===== config.mk =====
export PLATFORM = sky130hd
export DESIGN_NAME = wb_uart_flat
export DESIGN_NICKNAME = d
export VERILOG_FILES = /design/src/rtl/wb_uart_pkg.sv /design/src/rtl/wb_uart_if.sv /design/src/rtl/uart_fifo.sv /design/src/rtl/wb_uart.sv /design/src/flat_wrapper.sv
export SDC_FILE = /design/constraint.sdc
export NUM_CORES = 1
export LEC_CHECK = 0
export CAP_MARGIN = 10
export CORE_MARGIN = 5
export CORE_UTILIZATION = 40
export CTS_CLUSTER_DIAMETER = 200
export DETAILED_ROUTE_END_ITERATION = 7
export GPL_TIMING_DRIVEN = 0
export PLACE_DENSITY_LB_ADDON = 0.1
export SKIP_CTS_REPAIR_TIMING = 1
export SYNTH_ARGS = -nofsm -noshare
export SYNTH_HDL_FRONTEND = slang
export SYNTH_SLANG_ARGS = --single-unit
export TNS_END_PERCENT = 50

===== constraint.sdc =====
create_clock -name CLK_I -period 3.55 [get_ports CLK_I]
set_input_delay 0.71 -clock CLK_I [delete_from_list [all_inputs] [get_ports CLK_I]]
set_output_delay 0.71 -clock CLK_I [all_outputs]
set_load 0.005 [all_outputs]

===== src/rtl/wb_uart_pkg.sv =====
// Shared constants, FSM state types and divisor helper for the wb_uart block.
package wb_uart_pkg;

  // Register indices selected by ADR_I[3:2]
  localparam logic [1:0] REG_DATA   = 2'd0;
  localparam logic [1:0] REG_STATUS = 2'd1;
  localparam logic [1:0] REG_DIV    = 2'd2;
  localparam logic [1:0] REG_CTRL   = 2'd3;

  // STATUS register bit positions
  localparam int ST_TX_FULL   = 0;
  localparam int ST_TX_EMPTY  = 1;
  localparam int ST_TX_BUSY   = 2;
  localparam int ST_RX_VALID  = 3;
  localparam int ST_OVERRUN   = 4;
  localparam int ST_FRAME_ERR = 5;
  localparam int ST_TX_DROP   = 6;

  // Smallest bit period the serialisers will run at
  localparam logic [15:0] MIN_DIV = 16'd4;

  typedef enum logic [1:0] {TX_IDLE, TX_START, TX_DATA, TX_STOP} tx_state_e;
  typedef enum logic [1:0] {RX_IDLE, RX_START, RX_DATA, RX_STOP} rx_state_e;

  // Clamp the programmed divisor so a bit never lasts fewer than MIN_DIV clocks
  function automatic logic [15:0] eff_div(input logic [15:0] d);
    return (d < MIN_DIV) ? MIN_DIV : d;
  endfunction

endpackage


===== src/rtl/wb_uart_if.sv =====
// Wishbone B4 classic bus signals between the CPU-side master and the UART slave.
interface wb_uart_if;
  logic [31:0] ADR_I;
  logic [31:0] DAT_I;
  logic [31:0] DAT_O;
  logic [3:0]  SEL_I;
  logic        CYC_I;
  logic        STB_I;
  logic        WE_I;
  logic        ACK_O;

  modport master (output ADR_I, DAT_I, SEL_I, CYC_I, STB_I, WE_I,
                  input  DAT_O, ACK_O);
  modport slave  (input  ADR_I, DAT_I, SEL_I, CYC_I, STB_I, WE_I,
                  output DAT_O, ACK_O);
endinterface


===== src/rtl/uart_fifo.sv =====
// Synchronous FIFO with wrap-bit pointers; dout is the head entry whenever !empty.
module uart_fifo #(
  parameter int DEPTH = 16,
  parameter int WIDTH = 8
) (
  input  logic             clk_i,
  input  logic             rst_i,
  input  logic             push_i,
  input  logic             pop_i,
  input  logic [WIDTH-1:0] din_i,
  output logic [WIDTH-1:0] dout_o,
  output logic             full_o,
  output logic             empty_o
);
  localparam int AW = $clog2(DEPTH);

  logic [WIDTH-1:0] mem_q [DEPTH];
  logic [AW:0]      wptr_q, rptr_q;
  logic             do_push, do_pop;

  assign empty_o = (wptr_q == rptr_q);
  assign full_o  = (wptr_q[AW] != rptr_q[AW]) && (wptr_q[AW-1:0] == rptr_q[AW-1:0]);
  assign dout_o  = mem_q[rptr_q[AW-1:0]];

  // A pop in the same cycle frees the slot, so a push to a full FIFO is then accepted
  assign do_pop  = pop_i & ~empty_o;
  assign do_push = push_i & (~full_o | do_pop);

  // Pointer update
  always_ff @(posedge clk_i) begin
    if (rst_i) begin
      wptr_q <= '0;
      rptr_q <= '0;
    end else begin
      if (do_push) wptr_q <= wptr_q + {{AW{1'b0}}, 1'b1};
      if (do_pop)  rptr_q <= rptr_q + {{AW{1'b0}}, 1'b1};
    end
  end

  // Storage write
  always_ff @(posedge clk_i) begin
    if (do_push) mem_q[wptr_q[AW-1:0]] <= din_i;
  end
endmodule


===== src/rtl/wb_uart.sv =====
// Wishbone classic UART: register decode, TX FIFO + 8N1 serialiser, 8N1 deserialiser.
module wb_uart
  import wb_uart_pkg::*;
#(
  parameter int FIFO_DEPTH  = 16,
  parameter int DEFAULT_DIV = 434
) (
  input  logic      CLK_I,
  input  logic      RST_I,
  wb_uart_if.slave  bus,
  output logic      tx_o,
  input  logic      rx_i,
  output logic      irq_o
);
  // Bus decode
  logic        req, wr, rd, ack_q;
  logic [31:0] dat_q, rdata;
  logic [1:0]  reg_idx;
  logic        data_rd, st_rd;

  // Control/status registers
  logic [15:0] div_q, div_eff;
  logic        ie_rx_q, ie_txe_q;
  logic        rx_valid_q, overrun_q, frame_err_q, tx_drop_q, irq_q;
  logic [7:0]  rx_data_q;
  logic [6:0]  status;

  // FIFO / TX
  logic        tx_push, tx_pop, fifo_full, fifo_empty, tx_drop_evt;
  logic [7:0]  fifo_dout;
  tx_state_e   tx_state_q, tx_state_d;
  logic [15:0] tx_cnt_q, tx_cnt_d, tx_div_q, tx_div_d;
  logic [2:0]  tx_bit_q, tx_bit_d;
  logic [7:0]  tx_shift_q, tx_shift_d;
  logic        tx_q, tx_d;

  // RX
  logic        rx_meta_q, rx_s_q, rx_prev_q;
  rx_state_e   rx_state_q, rx_state_d;
  logic [15:0] rx_cnt_q, rx_cnt_d, rx_div_q, rx_div_d;
  logic [2:0]  rx_bit_q, rx_bit_d;
  logic [7:0]  rx_shift_q, rx_shift_d;
  logic        rx_land, rx_ferr;

  logic        unused_bits;
  assign unused_bits = ^{bus.ADR_I[31:4], bus.ADR_I[1:0], bus.DAT_I[31:16], bus.SEL_I[3:2]};

  assign req     = bus.CYC_I & bus.STB_I & ~ack_q;
  assign wr      = req & bus.WE_I;
  assign rd      = req & ~bus.WE_I;
  assign reg_idx = bus.ADR_I[3:2];
  assign data_rd = rd & (reg_idx == REG_DATA);
  assign st_rd   = rd & (reg_idx == REG_STATUS);
  assign div_eff = eff_div(div_q);

  assign tx_push     = wr & (reg_idx == REG_DATA) & bus.SEL_I[0];
  assign tx_drop_evt = tx_push & fifo_full & ~tx_pop;

  uart_fifo #(.DEPTH(FIFO_DEPTH), .WIDTH(8)) u_fifo (
    .clk_i   (CLK_I),
    .rst_i   (RST_I),
    .push_i  (tx_push),
    .pop_i   (tx_pop),
    .din_i   (bus.DAT_I[7:0]),
    .dout_o  (fifo_dout),
    .full_o  (fifo_full),
    .empty_o (fifo_empty)
  );

  // Assemble the STATUS view from live state
  always_comb begin
    status               = '0;
    status[ST_TX_FULL]   = fifo_full;
    status[ST_TX_EMPTY]  = fifo_empty;
    status[ST_TX_BUSY]   = (tx_state_q != TX_IDLE) | ~fifo_empty;
    status[ST_RX_VALID]  = rx_valid_q;
    status[ST_OVERRUN]   = overrun_q;
    status[ST_FRAME_ERR] = frame_err_q;
    status[ST_TX_DROP]   = tx_drop_q;
  end

  // Read data mux
  always_comb begin
    rdata = '0;
    case (reg_idx)
      REG_DATA:   rdata = {24'b0, rx_data_q};
      REG_STATUS: rdata = {25'b0, status};
      REG_DIV:    rdata = {16'b0, div_q};
      REG_CTRL:   rdata = {30'b0, ie_txe_q, ie_rx_q};
      default:    rdata = '0;
    endcase
  end

  // Acknowledge and read data are registered together, one pulse per request
  always_ff @(posedge CLK_I) begin
    if (RST_I) begin
      ack_q <= 1'b0;
      dat_q <= '0;
    end else begin
      ack_q <= req;
      dat_q <= rd ? rdata : '0;
    end
  end

  assign bus.ACK_O = ack_q;
  assign bus.DAT_O = dat_q;

  // Register writes, sticky flags and interrupt; set events win over read-clears
  always_ff @(posedge CLK_I) begin
    if (RST_I) begin
      div_q       <= 16'(DEFAULT_DIV);
      ie_rx_q     <= 1'b0;
      ie_txe_q    <= 1'b0;
      rx_valid_q  <= 1'b0;
      overrun_q   <= 1'b0;
      frame_err_q <= 1'b0;
      tx_drop_q   <= 1'b0;
      irq_q       <= 1'b0;
    end else begin
      if (wr && reg_idx == REG_DIV) begin
        if (bus.SEL_I[0]) div_q[7:0]  <= bus.DAT_I[7:0];
        if (bus.SEL_I[1]) div_q[15:8] <= bus.DAT_I[15:8];
      end
      if (wr && reg_idx == REG_CTRL && bus.SEL_I[0]) begin
        ie_rx_q  <= bus.DAT_I[0];
        ie_txe_q <= bus.DAT_I[1];
      end
      rx_valid_q  <= rx_land | (rx_valid_q & ~data_rd);
      overrun_q   <= (rx_land & rx_valid_q & ~data_rd) | (overrun_q & ~st_rd);
      frame_err_q <= rx_ferr | (frame_err_q & ~st_rd);
      tx_drop_q   <= tx_drop_evt | (tx_drop_q & ~st_rd);
      irq_q       <= (ie_rx_q & rx_valid_q) |
                     (ie_txe_q & fifo_empty & (tx_state_q == TX_IDLE));
    end
  end

  // Received byte holding register
  always_ff @(posedge CLK_I) begin
    if (rx_land) rx_data_q <= rx_shift_q;
  end

  assign irq_o = irq_q;

  // TX next-state: tx_d is the line level for the state being entered
  always_comb begin
    tx_state_d = tx_state_q;
    tx_cnt_d   = tx_cnt_q;
    tx_div_d   = tx_div_q;
    tx_bit_d   = tx_bit_q;
    tx_shift_d = tx_shift_q;
    tx_d       = tx_q;
    tx_pop     = 1'b0;
    case (tx_state_q)
      TX_IDLE: begin
        tx_d = 1'b1;
        if (!fifo_empty) begin
          tx_pop     = 1'b1;
          tx_shift_d = fifo_dout;
          tx_div_d   = div_eff;
          tx_cnt_d   = div_eff - 16'd1;
          tx_state_d = TX_START;
          tx_d       = 1'b0;
        end
      end
      TX_START: begin
        if (tx_cnt_q == 16'd0) begin
          tx_state_d = TX_DATA;
          tx_bit_d   = 3'd0;
          tx_cnt_d   = tx_div_q - 16'd1;
          tx_d       = tx_shift_q[0];
        end else begin
          tx_cnt_d = tx_cnt_q - 16'd1;
        end
      end
      TX_DATA: begin
        if (tx_cnt_q == 16'd0) begin
          tx_cnt_d = tx_div_q - 16'd1;
          if (tx_bit_q == 3'd7) begin
            tx_state_d = TX_STOP;
            tx_d       = 1'b1;
          end else begin
            tx_bit_d   = tx_bit_q + 3'd1;
            tx_shift_d = {1'b0, tx_shift_q[7:1]};
            tx_d       = tx_shift_q[1];
          end
        end else begin
          tx_cnt_d = tx_cnt_q - 16'd1;
        end
      end
      TX_STOP: begin
        if (tx_cnt_q == 16'd0) begin
          if (!fifo_empty) begin
            tx_pop     = 1'b1;
            tx_shift_d = fifo_dout;
            tx_div_d   = div_eff;
            tx_cnt_d   = div_eff - 16'd1;
            tx_state_d = TX_START;
            tx_d       = 1'b0;
          end else begin
            tx_state_d = TX_IDLE;
            tx_d       = 1'b1;
          end
        end else begin
          tx_cnt_d = tx_cnt_q - 16'd1;
        end
      end
      default: tx_state_d = TX_IDLE;
    endcase
  end

  // TX state register and line driver
  always_ff @(posedge CLK_I) begin
    if (RST_I) begin
      tx_state_q <= TX_IDLE;
      tx_q       <= 1'b1;
    end else begin
      tx_state_q <= tx_state_d;
      tx_q       <= tx_d;
    end
    tx_cnt_q   <= tx_cnt_d;
    tx_div_q   <= tx_div_d;
    tx_bit_q   <= tx_bit_d;
    tx_shift_q <= tx_shift_d;
  end

  assign tx_o = tx_q;

  // rx_i synchroniser and previous-sample for falling-edge detect
  always_ff @(posedge CLK_I) begin
    if (RST_I) begin
      rx_meta_q <= 1'b1;
      rx_s_q    <= 1'b1;
      rx_prev_q <= 1'b1;
    end else begin
      rx_meta_q <= rx_i;
      rx_s_q    <= rx_meta_q;
      rx_prev_q <= rx_s_q;
    end
  end

  // RX next-state: start validated at half a bit, then one sample per bit period
  always_comb begin
    rx_state_d = rx_state_q;
    rx_cnt_d   = rx_cnt_q;
    rx_div_d   = rx_div_q;
    rx_bit_d   = rx_bit_q;
    rx_shift_d = rx_shift_q;
    rx_land    = 1'b0;
    rx_ferr    = 1'b0;
    case (rx_state_q)
      RX_IDLE: begin
        if (rx_prev_q && !rx_s_q) begin
          rx_state_d = RX_START;
          rx_div_d   = div_eff;
          rx_cnt_d   = (div_eff >> 1) - 16'd1;
        end
      end
      RX_START: begin
        if (rx_cnt_q == 16'd0) begin
          if (rx_s_q) begin
            rx_state_d = RX_IDLE;
          end else begin
            rx_state_d = RX_DATA;
            rx_bit_d   = 3'd0;
            rx_cnt_d   = rx_div_q - 16'd1;
          end
        end else begin
          rx_cnt_d = rx_cnt_q - 16'd1;
        end
      end
      RX_DATA: begin
        if (rx_cnt_q == 16'd0) begin
          rx_shift_d = {rx_s_q, rx_shift_q[7:1]};
          rx_cnt_d   = rx_div_q - 16'd1;
          if (rx_bit_q == 3'd7) rx_state_d = RX_STOP;
          else                  rx_bit_d   = rx_bit_q + 3'd1;
        end else begin
          rx_cnt_d = rx_cnt_q - 16'd1;
        end
      end
      RX_STOP: begin
        if (rx_cnt_q == 16'd0) begin
          rx_state_d = RX_IDLE;
          rx_land    = rx_s_q;
          rx_ferr    = ~rx_s_q;
        end else begin
          rx_cnt_d = rx_cnt_q - 16'd1;
        end
      end
      default: rx_state_d = RX_IDLE;
    endcase
  end

  // RX state register
  always_ff @(posedge CLK_I) begin
    if (RST_I) rx_state_q <= RX_IDLE;
    else       rx_state_q <= rx_state_d;
    rx_cnt_q   <= rx_cnt_d;
    rx_div_q   <= rx_div_d;
    rx_bit_q   <= rx_bit_d;
    rx_shift_q <= rx_shift_d;
  end
endmodule


===== src/flat_wrapper.sv =====
// flat-port wrapper written by rule: the top's interface ports become plain ports
module wb_uart_flat import wb_uart_pkg::*;
#(
  parameter int FIFO_DEPTH  = 16,
  parameter int DEFAULT_DIV = 434
)
  (CLK_I, RST_I, tx_o, rx_i, irq_o, bus_ADR_I, bus_DAT_I, bus_SEL_I, bus_CYC_I, bus_STB_I, bus_WE_I, bus_DAT_O, bus_ACK_O);
  wb_uart_if bus_i ();
  input  logic CLK_I;
  input  logic RST_I;
  output logic tx_o;
  input  logic rx_i;
  output logic irq_o;
  input wire logic [$bits(bus_i.ADR_I)-1:0] bus_ADR_I;
  input wire logic [$bits(bus_i.DAT_I)-1:0] bus_DAT_I;
  input wire logic [$bits(bus_i.SEL_I)-1:0] bus_SEL_I;
  input wire logic [$bits(bus_i.CYC_I)-1:0] bus_CYC_I;
  input wire logic [$bits(bus_i.STB_I)-1:0] bus_STB_I;
  input wire logic [$bits(bus_i.WE_I)-1:0] bus_WE_I;
  output wire logic [$bits(bus_i.DAT_O)-1:0] bus_DAT_O;
  output wire logic [$bits(bus_i.ACK_O)-1:0] bus_ACK_O;
  assign bus_i.ADR_I = bus_ADR_I;
  assign bus_i.DAT_I = bus_DAT_I;
  assign bus_i.SEL_I = bus_SEL_I;
  assign bus_i.CYC_I = bus_CYC_I;
  assign bus_i.STB_I = bus_STB_I;
  assign bus_i.WE_I = bus_WE_I;
  assign bus_DAT_O = bus_i.DAT_O;
  assign bus_ACK_O = bus_i.ACK_O;
  wb_uart #(.FIFO_DEPTH(FIFO_DEPTH), .DEFAULT_DIV(DEFAULT_DIV)) u_core (.CLK_I(CLK_I), .RST_I(RST_I), .bus(bus_i), .tx_o(tx_o), .rx_i(rx_i), .irq_o(irq_o));
endmodule

==> impl_metrics.toml, run 1 <==
[run_status]
outcome = "complete, no violations"

[die]
die_h_microns = 192.6
initial_core_util_pct = 40.76
fp.dieW_microns = 192.6
core_area_sq_mm = 0.03270
dieArea_sq_mm = 0.03708
rows = 66
io_pins = 109

[critical_path]
path_class = "reg -> reg"
worstPathMaxFanout = 7
slowest_stage = "or4b_4"
cp-end-kind = "register"
crit_chain = "or4_4, buf_8, or4b_4, buf_8, nand2_8, ha_4, or3b_4, or3_4, a21oi_2, xor2_1, nor2_2, o32ai_2"
cp-start-kind = "register"
r2r_slack_ps = 90
crit_top_cell = "buf_8"
critical_path_required_ps = 3970
crit_family = "simple AND/OR/NAND/NOR gates"
crit_path_max_incr_delay_ps = 530
crit_buf_inv = 2
worstPathArrival_ps = 3880

[cts]
cts.clk_slew.worst_paths_ps = 60
htree_num_levels = 2
cts_sinks = 284
clockBufferDepth = 3
clk_latency_ps = 530
cts_inserted_buffers = 34
clockRootBuffer = "clkbuf_16"
cts_tree = "built"

[drt]
routed_wl_microns = 34600
vias = 8844
post_drt_wl_per_cell_microns = 20.75
vias_per_cell = 5.305
drt_iter0_drc = 454
ant_nets = 0
first_pass_iters = 5
drc = 0

[sta]
skew_ps = 25.85
timing.hold.ws_ps = 404.9
slew_violations = 0
max_slew_margin_pct = 23.12
finalCritPeriodShare_pct = 97.41
hold_viol = 0
fin_crit_ps = 3458
clock.fmax_mhz = 289.2
tightestPinTransition_ps = 1143
tns_ps = 0
setup_viol = 0

[synth]
ys_seq_elements = 284
yosysSeqAreaShare_pct = 58.12
postSynthAreaPerCell_sq_um = 12.20
synth_edf_count = 206
ys.flop_type = "edfxtp_1"
async_flop_share_pct = 0
ys_types = 66
synth_cells = 1093
synthesis.area_sq_mm = 0.01333
synth_warnings = 0

[power_and_ir_drop]
power_density_mw_per_mm2 = 586.9
p_switching_mw = 2.636
leakage_nw = 5.291
power_switching_share_pct = 28.45
pwr-share-comb_pct = 19.6
pwr-share-seq_pct = 43.2
p_int_mw = 6.628
max-vdd-ir-drop_uv = 397.6
clkPwrFrac_pct = 37.2

[place]
place.gp.congestion = 0.8196
place_area_sq_mm = 0.01444
dpl.hpwl_microns = 24740
io_buffers = 42

[final_layout]
drive_gt1_share_pct = 13.88
layout_commonest_cell = "edfxtp_1"
antenna_cells = 0
area_growth_pct = 18.41
design_area_sq_mm = 0.01578
final_cell_mix = "edfxtp_1, nor2_1, nand2_1"
nNetsFinal = 1302

[global_routing]
grt_pass1_vias = 8904
grt_start_max_net_pins = 19
grt_pass1_wl_microns = 52950
antenna_found_initial = 0
gr-total-overflow = 0
grt_util_all_layers_pct = 18.69

[worst_hold_path]
hold_class = "reg -> reg"

[flow_run]
cap_violations = 0
layout make-up:
| class | instances | area [sq um] |
|---|---|---|
| Tap cell | 442 | 553.0 |
| Clock inverter | 18 | 181.4 |
| Clock buffer | 42 | 942.2 |
| Sequential cell | 284 | 7760 |
| Fill cell | 2971 | 16920 |
| Buffer | 84 | 400.4 |
| Inverter | 28 | 105.1 |
| Timing Repair Buffer | 62 | 566.8 |
| Multi-Input combinational cell | 707 | 5275 |
cell families after synthesis:
logic type / count (synthesis) / share of synthesized area [%]
compound gates: 159 / 8.035
other cells: 1 / 0.02813
fa+ha+maj: 27 / 2.534
mux: 63 / 8.598
xor+xnor: 82 / 5.388
simple gates: 360 / 13.54
buf+inv: 117 / 3.754
flops: 284 / 58.12
flip-flops by register name, indices dropped and copies added (netlist names), 2 cells and up, named ones only:
signal	cells
u_core.tx_div_q	16
u_core.rx_div_q	16
u_core.rx_shift_q	8
u_core.u_fifo.wptr_q	5
u_core.tx_bit_q	3
u_core.u_fifo.rptr_q	5
u_core.div_q	16
u_core.tx_shift_q	8
u_core.rx_cnt_q	16
u_core.rx_data_q	8
u_core.bus.DAT_O	16
u_core.u_fifo.mem_q	128
u_core.tx_state_q	2
u_core.tx_cnt_q	16
u_core.rx_bit_q	3
stage by stage:
step,power (mW),std cells,utilization [%],setup slack [ps]
after global placement,5.841,1592,44.02,-588.2
after global routing,9.724,1667,48.27,-44.56
after CTS,9.344,1656,47.58,-590.7
final,9.264,1667,48.27,91.90
after detailed placement,5.865,1596,44.14,-566.5
after floorplan,5.317,1108,-,1.044
routing by layer:
metal / global-route usage [%] / up-vias / wire length [microns] / share of wire (%)
met5: 0 / - / 0 / 0
met4: 4.279 / 0 / 603 / 1.7
met3: 3.039 / 44 / 1417 / 4.1
met2: 31.82 / 183 / 17250 / 50
met1: 25.28 / 4379 / 15320 / 44
li1: - / 4238 / - / -
power groups by stage:
stage	sequential [mW]	clock, mW	combinational [mW]
4_1_cts	3.99	3.54	1.82
3_3_place_gp	4.06	0	1.78
6_report	4.00	3.45	1.82
5_1_grt	4.03	3.67	2.03
3_5_place_dp	4.06	0	1.81
2_1_floorplan	4.01	0	1.30
final timing paths:
kind                                 from                          to  depth (start not counted)
max          u_core.div_q[8]$_SDFFE_PP1P_  u_core.tx_cnt_q[7]$_DFF_P_                         12
min           u_core.rx_meta_q$_SDFF_PP1_    u_core.rx_s_q$_SDFF_PP1_                          1
max reg2reg  u_core.div_q[8]$_SDFFE_PP1P_  u_core.tx_cnt_q[7]$_DFF_P_                         12
min reg2reg   u_core.rx_meta_q$_SDFF_PP1_    u_core.rx_s_q$_SDFF_PP1_                          1
synth_stat cells, types with 4 or more instances:
cell / number / share of area, %
nor3_1: 32 / 1.2
nand3_1: 23 / 0.86
o22a_1: 6 / 0.39
nor2b_1: 10 / 0.47
xnor2_1: 39 / 2.6
a221oi_1: 4 / 0.26
nor2_1: 101 / 2.8
o32ai_1: 5 / 0.33
ha_1: 27 / 2.5
o21ai_0: 20 / 0.75
clkbuf_1: 66 / 1.9
o211ai_1: 5 / 0.28
buf_1: 6 / 0.17
or3_1: 10 / 0.47
o31ai_1: 6 / 0.34
o221ai_1: 4 / 0.26
and2_1: 18 / 0.84
a22oi_1: 6 / 0.34
or4_1: 14 / 0.79
o21a_1: 4 / 0.23
nor4_1: 23 / 1.1
xor2_1: 43 / 2.8
inv_1: 28 / 0.79
nand2_1: 81 / 2.3
mux2i_1: 20 / 1.5
a21boi_0: 4 / 0.23
nor3b_1: 4 / 0.23
and3_1: 5 / 0.23
o22ai_1: 9 / 0.42
a21oi_1: 49 / 1.8
edfxtp_1: 206 / 46
a211o_1: 7 / 0.46
nand3b_1: 9 / 0.51
nand2b_1: 10 / 0.47
dfxtp_1: 78 / 12
a21o_1: 4 / 0.23
mux4_2: 41 / 6.9
buf_4: 16 / 0.90
No activity file was read; power rests on OpenSTA's default activity.
==> run 2: changes to the inputs <==
--- a/config.mk
+++ b/config.mk
@@ -10,7 +10,6 @@
 export CORE_UTILIZATION = 40
 export CTS_CLUSTER_DIAMETER = 200
 export DETAILED_ROUTE_END_ITERATION = 7
-export GPL_TIMING_DRIVEN = 0
 export PLACE_DENSITY_LB_ADDON = 0.1
 export SKIP_CTS_REPAIR_TIMING = 1
 export SYNTH_ARGS = -nofsm -noshare
==> constraint.sdc (replaced) <==
create_clock -name CLK_I -period 4.16 [get_ports CLK_I]
set_input_delay 0.832 -clock CLK_I [delete_from_list [all_inputs] [get_ports CLK_I]]
set_output_delay 0.832 -clock CLK_I [all_outputs]
set_load 0.005 [all_outputs]
==> impl_metrics.toml, run 2 (synthesis results as in run 1) <==
[die]
initial_core_util_pct = 40.76
fp.dieW_microns = 192.6
core_area_sq_mm = 0.03270
io_pins = 109
dieArea_sq_mm = 0.03708
die_h_microns = 192.6
rows = 66

[cts]
cts_sinks = 284
cts.clk_slew.worst_paths_ps = 60
clk_latency_ps = 570
clockBufferDepth = 3
clockRootBuffer = "clkbuf_16"
cts_inserted_buffers = 31
cts_tree = "built"
htree_num_levels = 1

[global_routing]
gr-max-usage-layer = "met2"
grt_util_all_layers_pct = 17.61
grt_start_max_net_pins = 45
gr-total-overflow = 0
grt_pass1_vias = 8518
antenna_found_initial = 0
grt.met2_usage_pct = 28.87
grt_pass1_wl_microns = 50740
grt_util_met1_pct = 25.62
gr-usage-met3_pct = 1.972

[worst_hold_path]
hold_end = "u_core.rx_s_q$_SDFF_PP1_"
hold_depth = 1
hold_start = "u_core.rx_meta_q$_SDFF_PP1_"
hold_class = "reg -> reg"

[critical_path]
crit_top_cell = "nor4b_1"
crit_chain = "or4_1, or4b_1, nand2_1, ha_1, nor4b_1, nor4b_1, a21boi_0, xnor2_1, a21oi_1, a211o_1"
worstPathMaxFanout = 6
slowest_stage = "or4_1"
path_class = "reg -> reg"
worstRegToRegCells = 10
cp-end-kind = "register"
cp-start-kind = "register"
crit_path_max_incr_delay_ps = 620
r2r_slack_ps = 400
critical_path_required_ps = 4620
worstPathArrival_ps = 4220
rr_startpoint = "u_core.div_q[11]$_SDFFE_PP0P_"
r2r-end = "u_core.tx_cnt_q[15]$_DFF_P_"

[sta]
tns_ps = 0
clock.fmax_mhz = 265.7
hold_viol = 0
grt_setup_unrepaired = "false"
timing.hold.ws_ps = 421.0
skew_ps = 13.64
tightestPinTransition_ps = 925.4
fin_crit_ps = 3764
finalCritPeriodShare_pct = 90.47
slew_violations = 0
max_slew_margin_pct = 38.17
setup_viol = 0

[final_layout]
fillers = 3024
final_cell_mix = "edfxtp_1, nor2_1, nand2_1"
largest_reg_flops = 128
layout_commonest_cell = "edfxtp_1"
antenna_cells = 0
nNetsFinal = 1250
area_growth_pct = 15.18
drive_gt1_share_pct = 12.96

[drt]
drc = 0
post_drt_wl_per_cell_microns = 20.13
ant_nets = 0
routed_wl_microns = 32510
first_pass_iters = 5
vias_per_cell = 5.347
vias = 8635
drt_iter0_drc = 537

[power_and_ir_drop]
power_density_mw_per_mm2 = 491.0
leakage_nw = 5.193
max-vdd-ir-drop_uv = 341.8

[place]
dpl.hpwl_microns = 22900
io_buffers = 44
place.gp.congestion = 0.7928

[run_status]
outcome = "complete, no violations"

[flow_run]
cap_violations = 0
## run 2: cell types whose count changed in the layout (fill, tap and decap cells not counted), sizes merged
cell	change
clkbuf	-61
buf	+11
clkinv	-2
clkdlybuf4s50	+1
clkinvlp	-1
## run 2: power breakdown
part           switching, mW  total (mW)  internal [mW]
Clock                   1.11        2.62           1.52
Combinational          0.854        1.50          0.650
Sequential             0.161        3.41           3.25
Total                   2.12        7.54           5.42
## run 2: worst max-delay path by stage
stage / end / start / slack [ps] / depth (start not counted)
global placement: u_core.tx_cnt_q[15]$_DFF_P_ / u_core.div_q[11]$_SDFFE_PP0P_ / 460 / 10
global route: u_core.tx_cnt_q[15]$_DFF_P_ / u_core.div_q[11]$_SDFFE_PP0P_ / 100 / 10
detailed placement: u_core.tx_cnt_q[15]$_DFF_P_ / u_core.div_q[11]$_SDFFE_PP0P_ / 420 / 10
floorplan: u_core.tx_cnt_q[15]$_DFF_P_ / u_core.div_q[8]$_SDFFE_PP1P_ / 320 / 13
finish: u_core.tx_cnt_q[15]$_DFF_P_ / u_core.div_q[11]$_SDFFE_PP0P_ / 400 / 10
CTS: u_core.tx_cnt_q[15]$_DFF_P_ / u_core.div_q[11]$_SDFFE_PP0P_ / 410 / 10
## run 2: stage by stage
step                power [mW]  setup slack, ps  area (sq um)  std cells  util [%]
floorplan                4.537            316.0         13390       1108         -
global placement         4.963            462.0         14390       1558     44.00
detailed placement       4.980            419.5         14390       1558     44.00
CTS                      7.620            413.7         15350       1615     46.95
global route             7.914            103.1         15350       1615     46.95
finish                   7.539            396.3         15350       1615     46.95
## run 2: routing by layer
metal	wire [microns]	vias up
met3	1281	35
met5	0	-
met2	15500	165
li1	-	4138
met4	526	0
met1	15200	4297
## run 2: worst max-delay path: cells and delay by family (launching register included)
kind                       cells  cell delay (ps)
xor gates and xnor gates       1              150
adders and majority gates      1              280
DFF                            1              300
and+or+nand+nor                5             2240
AOI/OAI and AO/OA              3              670
## run 2: cell type report
type	instances	area, sq um	area share [%]
Clock buffer	42	827.0	5.387
Sequential cell	284	7749	50.47
Inverter	28	105.1	0.6845
Multi-Input combinational cell	707	5149	33.53
Timing Repair Buffer	97	833.3	5.427
Tap cell	442	553.0	3.602
Clock inverter	15	137.6	0.8964
==> run 3: changes to the inputs <==
--- a/config.mk
+++ b/config.mk
@@ -12,6 +12,7 @@
 export DETAILED_ROUTE_END_ITERATION = 7
 export PLACE_DENSITY_LB_ADDON = 0.1
 export SKIP_CTS_REPAIR_TIMING = 1
+export SLEW_MARGIN = 20
 export SYNTH_ARGS = -nofsm -noshare
 export SYNTH_HDL_FRONTEND = slang
 export SYNTH_SLANG_ARGS = --single-unit
==> results of run 3 <==
Final layout, timing and power as in run 2 (identical DEF).
